===== src/rtl/tybec_stream_pkg.sv =====
// rtl/tybec_stream_pkg.sv - shared types and helpers for the kernel output stream buffer
package tybec_stream_pkg;

    localparam int STREAMW_DEFAULT = 32;

    typedef enum logic [1:0] {
        RUN   = 2'd0,
        DRAIN = 2'd1,
        DONE  = 2'd2
    } st_t;

    // Ceiling log2 usable in parameter expressions; clog2(1) = 0.
    function automatic int clog2(input int value);
        int r;
        r = 0;
        while ((1 << r) < value) begin
            r = r + 1;
        end
        return r;
    endfunction

endpackage


===== src/rtl/tybec_sync_fifo.sv =====
// rtl/tybec_sync_fifo.sv - first-word fall-through synchronous FIFO with occupancy count
module tybec_sync_fifo
    import tybec_stream_pkg::*;
#(
    parameter int STREAMW = STREAMW_DEFAULT,
    parameter int DEPTH   = 8
) (
    input  logic                    clk,
    input  logic                    rst,
    input  logic                    push,
    input  logic [STREAMW-1:0]      wdata,
    input  logic                    pop,
    output logic [STREAMW-1:0]      rdata,
    output logic                    full,
    output logic                    empty,
    output logic [clog2(DEPTH):0]   fill
);

    localparam int AW = clog2(DEPTH);
    localparam int PW = AW + 1;

    logic [STREAMW-1:0] mem [DEPTH];
    logic [PW-1:0]      wp;
    logic [PW-1:0]      rp;
    logic               wr_en;
    logic               rd_en;

    // Overflow/underflow attempts are dropped here so the pointers can never cross.
    assign wr_en = push & ~full;
    assign rd_en = pop & ~empty;

    // Pointer update; the extra MSB toggles on every lap so full and empty differ.
    always_ff @(posedge clk) begin
        if (rst) begin
            wp <= '0;
            rp <= '0;
        end else begin
            if (wr_en) wp <= wp + 1'b1;
            if (rd_en) rp <= rp + 1'b1;
        end
    end

    // Storage write; contents are deliberately not cleared by reset.
    always_ff @(posedge clk) begin
        if (wr_en && !rst) begin
            mem[wp[AW-1:0]] <= wdata;
        end
    end

    assign empty = (wp == rp);
    assign full  = (wp[AW-1:0] == rp[AW-1:0]) && (wp[AW] != rp[AW]);
    assign fill  = wp - rp;
    assign rdata = mem[rp[AW-1:0]];

endmodule


===== src/rtl/kernel_out_buffer.sv =====
// rtl/kernel_out_buffer.sv - kernel output decoupling buffer with element counting and done flag
module kernel_out_buffer
    import tybec_stream_pkg::*;
#(
    parameter int STREAMW = STREAMW_DEFAULT,
    parameter int DEPTH   = 8,
    parameter int NELEM   = 1024
) (
    input  logic                    clk,
    input  logic                    rst,
    input  logic                    ivalid,
    output logic                    iready,
    input  logic [STREAMW-1:0]      kd_vin_s0,
    output logic                    ovalid,
    input  logic                    oready,
    output logic [STREAMW-1:0]      kd_vout_s0,
    output logic [clog2(DEPTH):0]   fill,
    output logic                    done
);

    localparam int             CW      = clog2(NELEM + 1);
    localparam logic [CW-1:0]  NELEM_C = CW'(NELEM);

    logic [CW-1:0] in_cnt;
    logic [CW-1:0] out_cnt;
    logic          full;
    logic          empty;
    logic          push;
    logic          pop;
    logic          in_open;
    logic          last_push;
    logic          last_pop;
    logic          done_q;
    st_t           st;
    st_t           st_nxt;

    // Once NELEM words are in, the kernel is cut off so overrun never reaches memory.
    assign in_open   = (in_cnt != NELEM_C);
    assign iready    = ~rst & ~full & in_open;
    assign ovalid    = ~empty;
    assign push      = ivalid & iready;
    assign pop       = ovalid & oready;
    assign last_push = push && (in_cnt == NELEM_C - 1'b1);
    assign last_pop  = pop && (out_cnt == NELEM_C - 1'b1);
    assign done      = done_q;

    tybec_sync_fifo #(
        .STREAMW (STREAMW),
        .DEPTH   (DEPTH)
    ) u_fifo (
        .clk   (clk),
        .rst   (rst),
        .push  (push),
        .wdata (kd_vin_s0),
        .pop   (pop),
        .rdata (kd_vout_s0),
        .full  (full),
        .empty (empty),
        .fill  (fill)
    );

    // Push and pop counters; both stop at NELEM.
    always_ff @(posedge clk) begin
        if (rst) begin
            in_cnt  <= '0;
            out_cnt <= '0;
        end else begin
            if (push) in_cnt <= in_cnt + 1'b1;
            if (pop && (out_cnt != NELEM_C)) out_cnt <= out_cnt + 1'b1;
        end
    end

    // Run-phase state register.
    always_ff @(posedge clk) begin
        if (rst) begin
            st <= RUN;
        end else begin
            st <= st_nxt;
        end
    end

    // Next state: the last push closes the input, the last pop finishes the run.
    always_comb begin
        st_nxt = st;
        case (st)
            RUN:     if (last_push) st_nxt = DRAIN;
            DRAIN:   if (last_pop)  st_nxt = DONE;
            DONE:    st_nxt = DONE;
            default: st_nxt = RUN;
        endcase
    end

    // Sticky completion flag, visible the cycle after the final pop.
    always_ff @(posedge clk) begin
        if (rst) begin
            done_q <= 1'b0;
        end else if (last_pop) begin
            done_q <= 1'b1;
        end
    end

endmodule

===== config.mk =====
export PLATFORM = sky130hd
export DESIGN_NAME = kernel_out_buffer
export DESIGN_NICKNAME = d
export VERILOG_FILES = /design/src/rtl/tybec_stream_pkg.sv /design/src/rtl/tybec_sync_fifo.sv /design/src/rtl/kernel_out_buffer.sv
export SDC_FILE = /design/constraint.sdc
export NUM_CORES = 1
export LEC_CHECK = 0
export ABC_CLOCK_PERIOD_IN_PS = 6400
export BUFFER_PORTS_ARGS = -buffer_cell sky130_fd_sc_hd__buf_2
export CORE_MARGIN = 5
export CORE_UTILIZATION = 31
export CTS_CLUSTER_DIAMETER = 120
export DETAILED_ROUTE_END_ITERATION = 16
export GPL_TIMING_DRIVEN = 0
export PLACE_DENSITY = 0.47
export SETUP_SLACK_MARGIN = 0.3
export SLEW_MARGIN = 20
export SYNTH_ARGS = -nofsm -noshare
export SYNTH_HDL_FRONTEND = slang
export SYNTH_SLANG_ARGS = --single-unit

===== constraint.sdc =====
create_clock -name clk -period 6.4 [get_ports clk]
set_input_delay 0.32 -clock clk [delete_from_list [all_inputs] [get_ports clk]]
set_output_delay 0.32 -clock clk [all_outputs]
set_load 0.02 [all_outputs]

==> run_results.csv <==
group,metric,value,unit
run_status,status,"finished, final reports clean",
layout,final_common_cell,"edfxtp_1",
floorplanning,num_rows,70,
synth,ys_types,42,
routing,vias,5922,
floorplanning,die_w,202,um
sta,fin_ws,2720,ps
routing,remaining_drc_errors,0,
setup_path,worstPathArrival,3940,ps
clock_network,cts-resized-gates,0,
clock_network,numCtsBuffers,31,
global_routing,antenna_found_initial,2,
synth,synth_nets,628,
clock_network,cts_root_buffer,"clkbuf_16",
clock_network,clock_latency,550,ps
sta,hold_viol_final,0,
routing,wl_per_cell,20.8,um
sta,holdWs,33.0,ps
layout,drive_above_1_share,36.4,%
power,p_per_area,319,nW/um2
power,clkPwrFrac,38.4,%
setup_path,crit_type,"reg2reg",
clock_network,cts.path.max_buffers,3,
sta,max_freq,272,MHz
clock_network,cts_tree,"yes",
setup_path,reg2reg_to,"u_fifo.mem[3][15]$_DFFE_PP_",
power,combPwrFrac,13.6,%
global_routing,grt_pass1_wl,38900,um
place,hpwl,17700,um
layout,fin_util,37.6,%
setup_path,reg2reg_depth,9,
power,p_switching,1.03,mW
setup_path,cpPeakStageDelay,650,ps
sta,worst_slew_pin_slew,901,ps
routing,drt-pass1-iter-count,4,
global_routing,grt.total_usage,12.3,%
synth,ys_warn_count,0,
routing,antenna_left,0,
clock_network,cts.reportedPaths.clkPinSlew,60,ps
synth,ys.flop_type,"edfxtp_1",
synth,synth_edf_count,256,
global_routing,overflow,0,
global_routing,first_global_vias,6418,
setup_path,path_max_fanout,8,
setup_path,reg2reg_from,"u_fifo.wp[0]$_SDFFE_PP0P_",
hold_path,holdCritPathClass,"in2reg",
sta,slew_violations,0,
layout,final_nets,773,
sta,rsz0062_at_grt,"no",
routing,wl,25300,um
sta,slew-limit-headroom,39.6,%
floorplanning,core,36400,um2
power,intPower,3.35,mW
power,vdd_ir_drop_max,0.000219,V
sta,setup_viol,0,
place,post-place-ws,2620,ps
routing,viasPerCell,4.86,
synth,syn_area,11400,um2
global_routing,grt_max_degree,16,
synth,synthArstFlopShare,0,%
routing,drt_iter0_markers,314,
synth,synth_cells,582,
sta,min_period_over_period,57.5,%
clock_network,cts.sinks,290,
floorplanning,io_pins,75,
setup_path,path_cells,"inv_1 -> ha_1 -> and3_1 -> a21oi_1 -> nand3_1 -> nor4_2 -> buf_2 -> buf_4 -> buf_2",
job,drv_cap,0,
setup_path,crit_path_top_delay_cell,"nor4_2",
place,gp_congestion,0.723,
synth,seq_area_frac_synth,73.4,%
setup_path,cp_common_cell,"buf_2",
synth,synth-seq-cells,290,
power,p_seq_share,48.1,%
floorplanning,fp.dieArea,40700,um2
layout,nFillCells,3382,
layout,final_cell_mix,"256 x edfxtp_1, 94 x buf_2, 64 x mux4_2",
floorplanning,start_util,31.3,%
setup_path,timing.critical_path.from,"u_fifo.wp[0]$_SDFFE_PP0P_",
setup_path,rrSetupSlack,2720,ps
power,p_sw_share,23.5,%
clock_network,cts_hold_buf,0,
place,portBuffers,73,
layout,register_area,8370,um2
setup_path,crit_path_end_kind,"flip-flop",
synth,syn_area_per_cell,19.6,um2
layout,multiInputGateArea,2910,um2
power,leakage,4.50,nW
setup_path,cp.required,6660,ps
layout,syn2layout_area_growth,20.2,%
sta,fin_skew,12.3,ps
hold_path,min_from,"kd_vin_s0[18]",
clock_network,cts_setup_buffers,0,
hold_path,hold_path_end,"u_fifo.mem[2][18]$_DFFE_PP_",
clock_network,htree_levels,1,
hold_path,holdPathStages,1,
setup_path,startpoint_type,"flip-flop",
sta,min_period,3680,ps
floorplanning,die_h,202,um
-- per-layer routing --
metal	track usage (%)	vias to the layer above	share of wire, %
met2	20.3	106	49
met1	16.9	3108	44
met4	2.51	2	1.9
li1	-	2671	-
met3	2.86	35	4.7
met5	0	-	0.051
-- sequential cells by signal (all words and copies together), names as in the netlist, named ones only --
| register | count |
|---|---|
| u_fifo.rp | 4 |
| u_fifo.wp | 4 |
| in_cnt | 11 |
| done | 1 |
| u_fifo.mem | 256 |
| out_cnt | 11 |
-- cells by family after synthesis --
kind of cell / share of synthesized area, %
mux: 16.5
compound gates: 2.37
flops: 73.4
fa+ha+maj: 1.16
buf+inv: 1.54
simple gates: 3.98
xor+xnor: 1.06
-- metrics by stage --
step / instances / setup TNS [ps] / area [um2] / power [mW]
after detailed placement: 1162 / 0 / 12800 / 2.76
final: 1219 / 0 / 13700 / 4.38
after CTS: 1218 / 0 / 13700 / 4.45
after global routing: 1218 / 0 / 13700 / 4.57
after global placement: 1123 / -359140 / 12400 / 2.74
after floorplan: 582 / 0 / 11400 / 2.56
-- area by class of cell --
class                      instances  area share, %
sequential                       290           61.0
multi-input combinational        252           21.2
clock buffer                      45           6.19
timing repair buffer             112           5.18
tap                              468           4.27
buffer                            24          0.840
clock inverter                    11          0.785
inverter                          16          0.438
antenna                            1         0.0183
-- cell usage after synthesis (5+ instances only) --
master | count | area share, %
a21oi_1 | 12 | 0.53
buf_2 | 7 | 0.31
clkbuf_1 | 13 | 0.43
dfxtp_1 | 34 | 6.0
edfxtp_1 | 256 | 67
ha_1 | 9 | 0.99
inv_1 | 16 | 0.53
mux2_2 | 35 | 3.5
mux2i_1 | 5 | 0.44
mux4_2 | 64 | 13
nand2_1 | 15 | 0.49
nand3_1 | 9 | 0.39
nand4_1 | 7 | 0.38
nor2_1 | 21 | 0.69
o211ai_1 | 5 | 0.33
o21ai_0 | 8 | 0.35
or4_1 | 5 | 0.33
xnor2_1 | 6 | 0.46
xor2_1 | 6 | 0.46
-- power groups by stage --
stage / Clock [mW] / Sequential (mW) / Combinational, mW
2_1_floorplan: 0 / 2.14 / 0.415
3_3_place_gp: 0 / 2.15 / 0.595
3_5_place_dp: 0 / 2.14 / 0.615
4_1_cts: 1.73 / 2.10 / 0.617
5_1_grt: 1.81 / 2.11 / 0.653
6_report: 1.68 / 2.10 / 0.595
-- worst max path at each step --
stage                                             end  slack, ps  cells after the start
after floorplan            u_fifo.mem[7][0]$_DFFE_PP_       1020                      5
after global placement      u_fifo.wp[3]$_SDFFE_PP0P_      -3500                      6
after detailed placement  u_fifo.mem[0][13]$_DFFE_PP_       2620                     10
after CTS                 u_fifo.mem[0][23]$_DFFE_PP_       2620                     10
after global routing      u_fifo.mem[0][23]$_DFFE_PP_       2390                     10
final                     u_fifo.mem[3][15]$_DFFE_PP_       2720                      9
-- worst max-delay path: cells and delay by family, from the launching register on --
kind | cells | cell delay, ps
fa+ha+maj | 1 | 350
simple gates | 3 | 1290
flops | 1 | 490
compound gates | 1 | 370
buf+inv | 4 | 880
(Power assumes the default switching activity.)
